===== src/rtl/tx_rx_arbiter.sv =====
// Round-robin arbiter that streams fixed BURST-word frames from NREQ sources onto one valid/ready link.
// Optional stall timeout enabled by defining TX_RX_ARB_TIMEOUT_EN.
module tx_rx_arbiter #(
   parameter int NREQ  = 4,
   parameter int DW    = 8,
   parameter int BURST = 4,
   parameter int TMO   = 64
) (
   input  logic                 clk,
   input  logic                 clr,
   input  logic [NREQ-1:0]      req,
   input  logic [NREQ*DW-1:0]   req_data,
   output logic [NREQ-1:0]      req_pop,
   output logic [NREQ-1:0]      gnt,
   output logic                 tx_vld,
   output logic [DW-1:0]        tx_data,
   input  logic                 rx_ready,
   output logic [NREQ-1:0]      burst_done,
   output logic [NREQ-1:0]      burst_abort,
   output logic                 busy
);

   localparam int CW = (BURST > 1) ? $clog2(BURST) : 1;
   localparam int GW = $clog2(NREQ);

   typedef enum logic [1:0] {S_IDLE, S_XFER, S_DONE, S_ABORT} state_t;

   state_t            r_state;
   state_t            w_state_nxt;
   logic [GW-1:0]     r_ptr;
   logic [GW-1:0]     r_gidx;
   logic [GW-1:0]     w_pick;
   logic              w_any;
   logic [CW-1:0]     r_cnt;
   logic [NREQ-1:0]   r_gnt;
   logic [NREQ-1:0]   w_onehot;
   logic              w_hs;
   logic              w_last;
   logic              w_stall_hit;

   // First requesting source at or above r_ptr, wrapping; scanning downward lets the nearest win.
   always_comb begin
      w_any  = 1'b0;
      w_pick = r_ptr;
      for (int k = NREQ - 1; k >= 0; k--) begin
         if (req[(int'(r_ptr) + k) % NREQ]) begin
            w_any  = 1'b1;
            w_pick = GW'((int'(r_ptr) + k) % NREQ);
         end
      end
   end

   assign w_onehot = NREQ'(1) << r_gidx;
   assign w_hs     = (r_state == S_XFER) && rx_ready;
   assign w_last   = w_hs && (r_cnt == CW'(BURST - 1));

`ifdef TX_RX_ARB_TIMEOUT_EN
   localparam int SW = $clog2(TMO + 1);
   logic [SW-1:0] r_stall;

   assign w_stall_hit = (r_state == S_XFER) && !rx_ready && (r_stall == SW'(TMO - 1));

   always_ff @(posedge clk) begin
      if (clr) begin
         r_stall <= '0;
      end else if ((r_state != S_XFER) || w_hs) begin
         r_stall <= '0;
      end else begin
         r_stall <= r_stall + SW'(1);
      end
   end

   assign burst_abort = (r_state == S_ABORT) ? w_onehot : '0;
`else
   assign w_stall_hit = 1'b0;
   assign burst_abort = '0;
`endif

   always_comb begin
      w_state_nxt = r_state;
      case (r_state)
         S_IDLE:  if (w_any) w_state_nxt = S_XFER;
         S_XFER: begin
            if (w_last)           w_state_nxt = S_DONE;
            else if (w_stall_hit) w_state_nxt = S_ABORT;
         end
         S_DONE:  w_state_nxt = S_IDLE;
         S_ABORT: w_state_nxt = S_IDLE;
         default: w_state_nxt = S_IDLE;
      endcase
   end

   always_ff @(posedge clk) begin
      if (clr) begin
         r_state <= S_IDLE;
         r_ptr   <= '0;
         r_gidx  <= '0;
         r_cnt   <= '0;
         r_gnt   <= '0;
      end else begin
         r_state <= w_state_nxt;
         case (r_state)
            S_IDLE: begin
               if (w_any) begin
                  r_gidx <= w_pick;
                  r_gnt  <= NREQ'(1) << w_pick;
                  r_cnt  <= '0;
               end
            end
            S_XFER: begin
               if (w_hs) r_cnt <= w_last ? '0 : r_cnt + CW'(1);
               if (w_state_nxt != S_XFER) r_gnt <= '0;
            end
            S_DONE, S_ABORT: begin
               r_ptr <= (r_gidx == GW'(NREQ - 1)) ? '0 : r_gidx + GW'(1);
            end
            default: ;
         endcase
      end
   end

   assign gnt        = r_gnt;
   assign busy       = (r_state != S_IDLE);
   assign tx_vld     = (r_state == S_XFER);
   assign tx_data    = tx_vld ? req_data[r_gidx*DW +: DW] : '0;
   assign req_pop    = w_hs ? w_onehot : '0;
   assign burst_done = (r_state == S_DONE) ? w_onehot : '0;

endmodule


===== config.mk =====
export PLATFORM = sky130hd
export DESIGN_NAME = tx_rx_arbiter
export DESIGN_NICKNAME = d
export VERILOG_FILES = /design/src/rtl/tx_rx_arbiter.sv
export SDC_FILE = /design/constraint.sdc
export NUM_CORES = 1
export LEC_CHECK = 0
export CAP_MARGIN = 10
export CORE_ASPECT_RATIO = 0.9
export CORE_MARGIN = 3
export CORE_UTILIZATION = 38
export DETAILED_ROUTE_END_ITERATION = 12
export PLACE_DENSITY = 0.95
export SYNTH_ARGS = -nofsm -noshare
export SYNTH_HDL_FRONTEND = slang
export SYNTH_SLANG_ARGS = --single-unit

===== constraint.sdc =====
create_clock -name clk -period 2.82 [get_ports clk]
set_input_delay 0.282 -clock clk [delete_from_list [all_inputs] [get_ports clk]]
set_output_delay 0.282 -clock clk [all_outputs]
set_load 0.03 [all_outputs]

=== Word level (Yosys, flattened, before mapping) ===
Index checks and enable logic that the tools add are counted.

* Flip-flop bits (word level): 12
* Input bits: 39
* Output and inout port bits: 26
* Logic and storage cells: 74

* $add $sub $neg: 5
* Order comparisons: 4
* Equality and inequality tests: 9
* Shifts and indexed selects: 3
* Multiplexer cells: 33
* Bitwise logic cells: 3
* Reductions and logical operators: 12

{| class="wikitable"
|+ Operators with widths
! kind !! number
|-
| indexed part select 32 x 6 -> 8 bit || 1
|-
| two-way mux 2 bit || 10
|-
| two-way mux 4 bit || 4
|-
| < comparator 3 x 4 -> 1 bit, second input constant || 3
|-
| two-way mux 1 bit || 11
|-
| binary-select mux 1 bit (select 2 bit) || 4
|-
| equality test 2 bit, second input constant || 4
|-
| two-way mux 8 bit || 1
|-
| one-hot mux 4 bit (2 select lines) || 1
|-
| OR reduction 2 bit || 4
|-
| << shifter 1 x 2 -> 4 bit, first input constant || 2
|-
| adder 2 x 1 -> 2 bit, second input constant || 3
|-
| inequality test 2 x 1 -> 1 bit, second input constant || 3
|-
| one-hot mux 2 bit (3 select lines) || 1
|-
| AND reduction 3 bit || 2
|-
| adder 2 bit, second input constant || 2
|-
| one-hot mux 2 bit (2 select lines) || 1
|-
| nonzero test 2 bit || 2
|-
| bitwise AND 1 bit, first input constant || 3
|-
| < comparator 2 x 3 -> 1 bit, second input constant || 1
|-
| equality test 2 x 1 -> 1 bit, second input constant || 1
|-
| logical AND 1 bit || 2
|-
| zero test 2 bit || 1
|-
| inequality test 2 bit, second input constant || 1
|-
| AND reduction 2 bit || 1
|}

=== Logic depth before layout (Yosys ltp) ===
* Depth after elaboration: 15
* Gate-level depth with buffers: 5
* Gate-level depth less buffers: 5

=== Least setup slack after synthesis ===
No wires, ideal clock.

* Kind: register to output
* Start point: register r_state[0]
* End point: output port tx_data[0]
* Arrival time: 1.450 ns
* Required time: 2.538 ns
* Path slack: 1.088 ns
* Cell stages (with the launch flop): 4
* Path buffers: 1
* Path through: dfxtp_1 -> nor2b_1 -> clkbuf_1 -> and2_1

* Word-level cells in the longest chain between the ends: 2

{| class="wikitable"
|+ Ends and longest elaborated chain
! item !! line !! source
|-
| from (decl) || 28 || <nowiki>state_t r_state;</nowiki>
|-
| from (signal assigned) || 101 || <nowiki>r_state <= w_state_nxt;</nowiki>
|-
| equality test 2 x 1 -> 1 bit || 124 || <nowiki>assign tx_vld = (r_state == S_XFER);</nowiki>
|-
| named net tx_vld || 15 || <nowiki>output logic tx_vld,</nowiki>
|-
| two-way mux 8 bit || 125 || <nowiki>assign tx_data = tx_vld ? req_data[r_gidx*DW +: DW] : '0;</nowiki>
|-
| to (decl) || 16 || <nowiki>output logic [DW-1:0] tx_data,</nowiki>
|}

The timed path passes the listed nets, and every way through them passes these cells.

=== Worst setup path in the final report ===
* Start point: register r_gidx[0]
* End point: output port tx_data[1]

* Word-level cells in the longest chain between the ends: 2

{| class="wikitable"
|+ Ends and longest elaborated chain
! item !! line !! source
|-
| from (decl) || 31 || <nowiki>logic [GW-1:0] r_gidx;</nowiki>
|-
| from (signal assigned) || 105 || <nowiki>r_gidx <= w_pick;</nowiki>
|-
| indexed part select 32 x 6 -> 8 bit || 125 ||
|-
| two-way mux 8 bit || 125 ||
|}

Every way passes these cells.

==> run_results.csv <==
group,metric,value,unit
timing,slew_violations,0,
global_routing,antenna_found_initial,0,
cells_and_area,fin_nets,213,
pwr,p_sw,165,uW
pwr,combinationalPowerShare,39.6,%
setup_path,critical_path.max_fanout,8,
synth,yosysTopAreaCell,"dfxtp_1",
global_routing,grt_start_max_net_pins,13,
setup_path,path_class,"register to output pin",
cts,cts.htree.levels,1,
floorplan,core,2280,um^2
drt,drtIter0Drc,21,
setup_path,critPathBufInv,2,
synth,synth_warnings,0,
floorplan,io-pin-count,65,
pwr,total_power,534,uW
pwr,p_int,369,uW
setup_path,critPathMaxStageDelay,0.62,ns
setup_path,cp.required,2.54,ns
synth,syn_avg_cell_area,8.96,um^2
floorplan,num_rows,16,
cells_and_area,most-common-layout-cells,"clkdlybuf4s50_1, and2_1, dfxtp_1",
cells_and_area,diodes,0,
pwr,p_seq_share,34.4,%
synth,synth.ff_latch_count,12,
timing,slew_headroom,64.0,%
drt,drc,0,
pwr,irDropWorstVdd,0.000355,V
cells_and_area,final_common_cell,"clkdlybuf4s50_1",
cts,ctsResizeCount,0,
global_routing,grt_pass1_vias,1037,
cts,cts_tree,"built",
global_routing,track_usage,19.8,%
timing,tightestPinTransition,0.539,ns
timing,fmax,386,MHz
setup_path,crit_chain,"buf_4, mux4_2, and2_1, clkdlybuf4s50_1",
timing,final_hold_viol_count,0,
cells_and_area,syn_to_final_growth,67.9,%
global_routing,grt_pass1_wl,4.71,mm
drt,wl_per_cell,15.6,um
synth,syn_area,958,um^2
synth,yosysSeqAreaShare,25.1,%
cts,cts.clk_slew.worst_paths,0.08,ns
cells_and_area,fillers,189,
floorplan,fp.dieH,53.6,um
placed_design,portBuffers,60,
timing,report.final.setup_viol,0,
drt,firstDrtPassIters,4,
cts,cts_setup_buffers,0,
pwr,p_leak,0.000606,uW
setup_path,cp-end-kind,"output pin",
drt,viasPerCell,5.20,
floorplan,dieArea,3160,um^2
cts,clockBufferDepth,2,
setup_path,crit_family,"buffers and inverters",
drt,vias,1014,
floorplan,initial_utilization,42.0,%
synth,yosysUniqueCellTypes,29,
setup_path,cp_slowest_cell,"clkdlybuf4s50_1",
drt,ant_nets,0,
timing,rsz0062_at_grt,"false",
outcome,status,"complete, no violations",
cts,cts_root_buffer,"clkbuf_4",
synth,syn_inst,107,
pwr,power_density,332,nW/um^2
timing,tns,0,ns
cts,clock_latency,0.28,ns
placed_design,gp_congestion,0.719,
cells_and_area,drive_gt1_share,11.3,%
setup_path,cp.arrival,2.31,ns
timing,finalClockSkew,0.00304,ns
timing,fin_crit_sh,91.8,%
pwr,sw_frac_of_total,31.0,%
drt,wirelength,3.05,mm
synth,yosys-top-cells-area,"dfxtp_1, mux4_2, and2_1",
min_path,hold_class,"register to register",
flow_run,maxCapViolCount,0,
cts,clock-sinks,12,
cts,ctsHoldBuffers,0,
floorplan,dieWidth,58.9,um
synth,synth.top_cell.area_share,25.1,%
pwr,power.share.clock,26.0,%
timing,period_needed,2.59,ns
placed_design,hpwl,2.52,mm
setup_path,rrSetupSlack,1.03,ns
setup_path,cp-start-kind,"register",
global_routing,overflow,0,
cts,cts_made_buffers,3,
==> registers in the layout, summed over array words and instances, names as in the netlist <==
signal and count:
r_gidx 2, r_ptr 2, r_state 2, r_cnt 2, gnt 4
==> per-layer routing <==
layer  global-route usage, %  vias to the layer above  part of all wire [%]
met2                    37.5                       37                    57
met1                    22.9                      476                    38
met5                       0                        -                     0
li1                        -                      495                     -
met3                    2.40                        6                   3.8
met4                    6.79                        0                   1.8
==> power by group through the flow <==
| stage | Clock [uW] | Sequential [uW] | Combinational (uW) |
|---|---|---|---|
| floorplan | 0 | 190 | 108 |
| global placement | 0 | 187 | 204 |
| detailed placement | 0 | 188 | 210 |
| CTS | 138 | 184 | 212 |
| global route | 149 | 186 | 224 |
| finish | 139 | 184 | 211 |
==> cell type report <==
class | count | area [um^2] | area share, %
inverters | 2 | 7.51 | 0.467
flip-flops and latches | 12 | 240 | 14.9
clock buffers | 4 | 36.3 | 2.26
multi-input cells | 88 | 676 | 42.0
well taps | 27 | 33.8 | 2.10
repair buffers | 62 | 616 | 38.3
==> metrics by stage <==
step / hold WS, ns / instances / instance area (um^2) / utilization, % / setup slack, ns
4_1_cts: 0.480 / 195 / 1610 / 70.5 / 0.218
3_5_place_dp: 0.458 / 191 / 1570 / 68.9 / 0.519
5_1_grt: 0.502 / 195 / 1610 / 70.5 / 0.0896
3_3_place_gp: 0.453 / 191 / 1570 / 68.9 / 0.565
6_report: 0.484 / 195 / 1610 / 70.5 / 0.231
2_1_floorplan: 0.344 / 110 / 970 / - / 1.09
==> logic make-up (layout without fill, tap and decap cells) <==
family                   after synthesis  in the layout  share of synthesized area (%)
other                                  1              4                          0.391
multiplexers                          10             10                           20.9
buffers and inverters                 10             68                           5.61
adder cells (fa/ha/maj)                5              5                           6.53
flip-flops                            12             12                           25.1
AO/OA/AOI/OAI                         15             15                           11.4
AND/OR/NAND/NOR                       54             54                           30.2
==> final timing paths <==
| check | end | startpoint | depth (start not counted) |
|---|---|---|---|
| max reg2reg | gnt[3] | r_state[0] | 6 |
| max | tx_data[1] | r_gidx[0] | 4 |
| min | gnt[1] | gnt[1] | 2 |
| min reg2reg | gnt[1] | gnt[1] | 2 |
==> Yosys cell counts <==
cell / number
o31ai_2: 1
a21oi_2: 1
nor2_1: 8
ha_1: 5
a21oi_1: 7
mux2i_1: 2
and2_1: 13
a21o_4: 1
buf_4: 4
nand3b_1: 2
or2_4: 1
mux4_2: 8
o21ai_2: 1
a31oi_1: 1
inv_1: 2
nand2_1: 11
a2bb2oi_1: 1
dfxtp_1: 12
nor3b_1: 1
conb_1: 1
or3_1: 2
a32oi_1: 1
o21ai_0: 1
buf_2: 1
nand3_1: 4
and3_1: 4
nor3_1: 2
clkbuf_1: 3
nor2b_1: 6
==> worst reg2reg max path: stages (launching register included) <==
cell,delay [ns]
dfxtp_1,0.36
nor2b_1,0.47
buf_4,0.25
nand3_1,0.14
and2_1,0.24
a32oi_1,0.16
nor2_1,0.05
(Power assumes the default switching activity.)
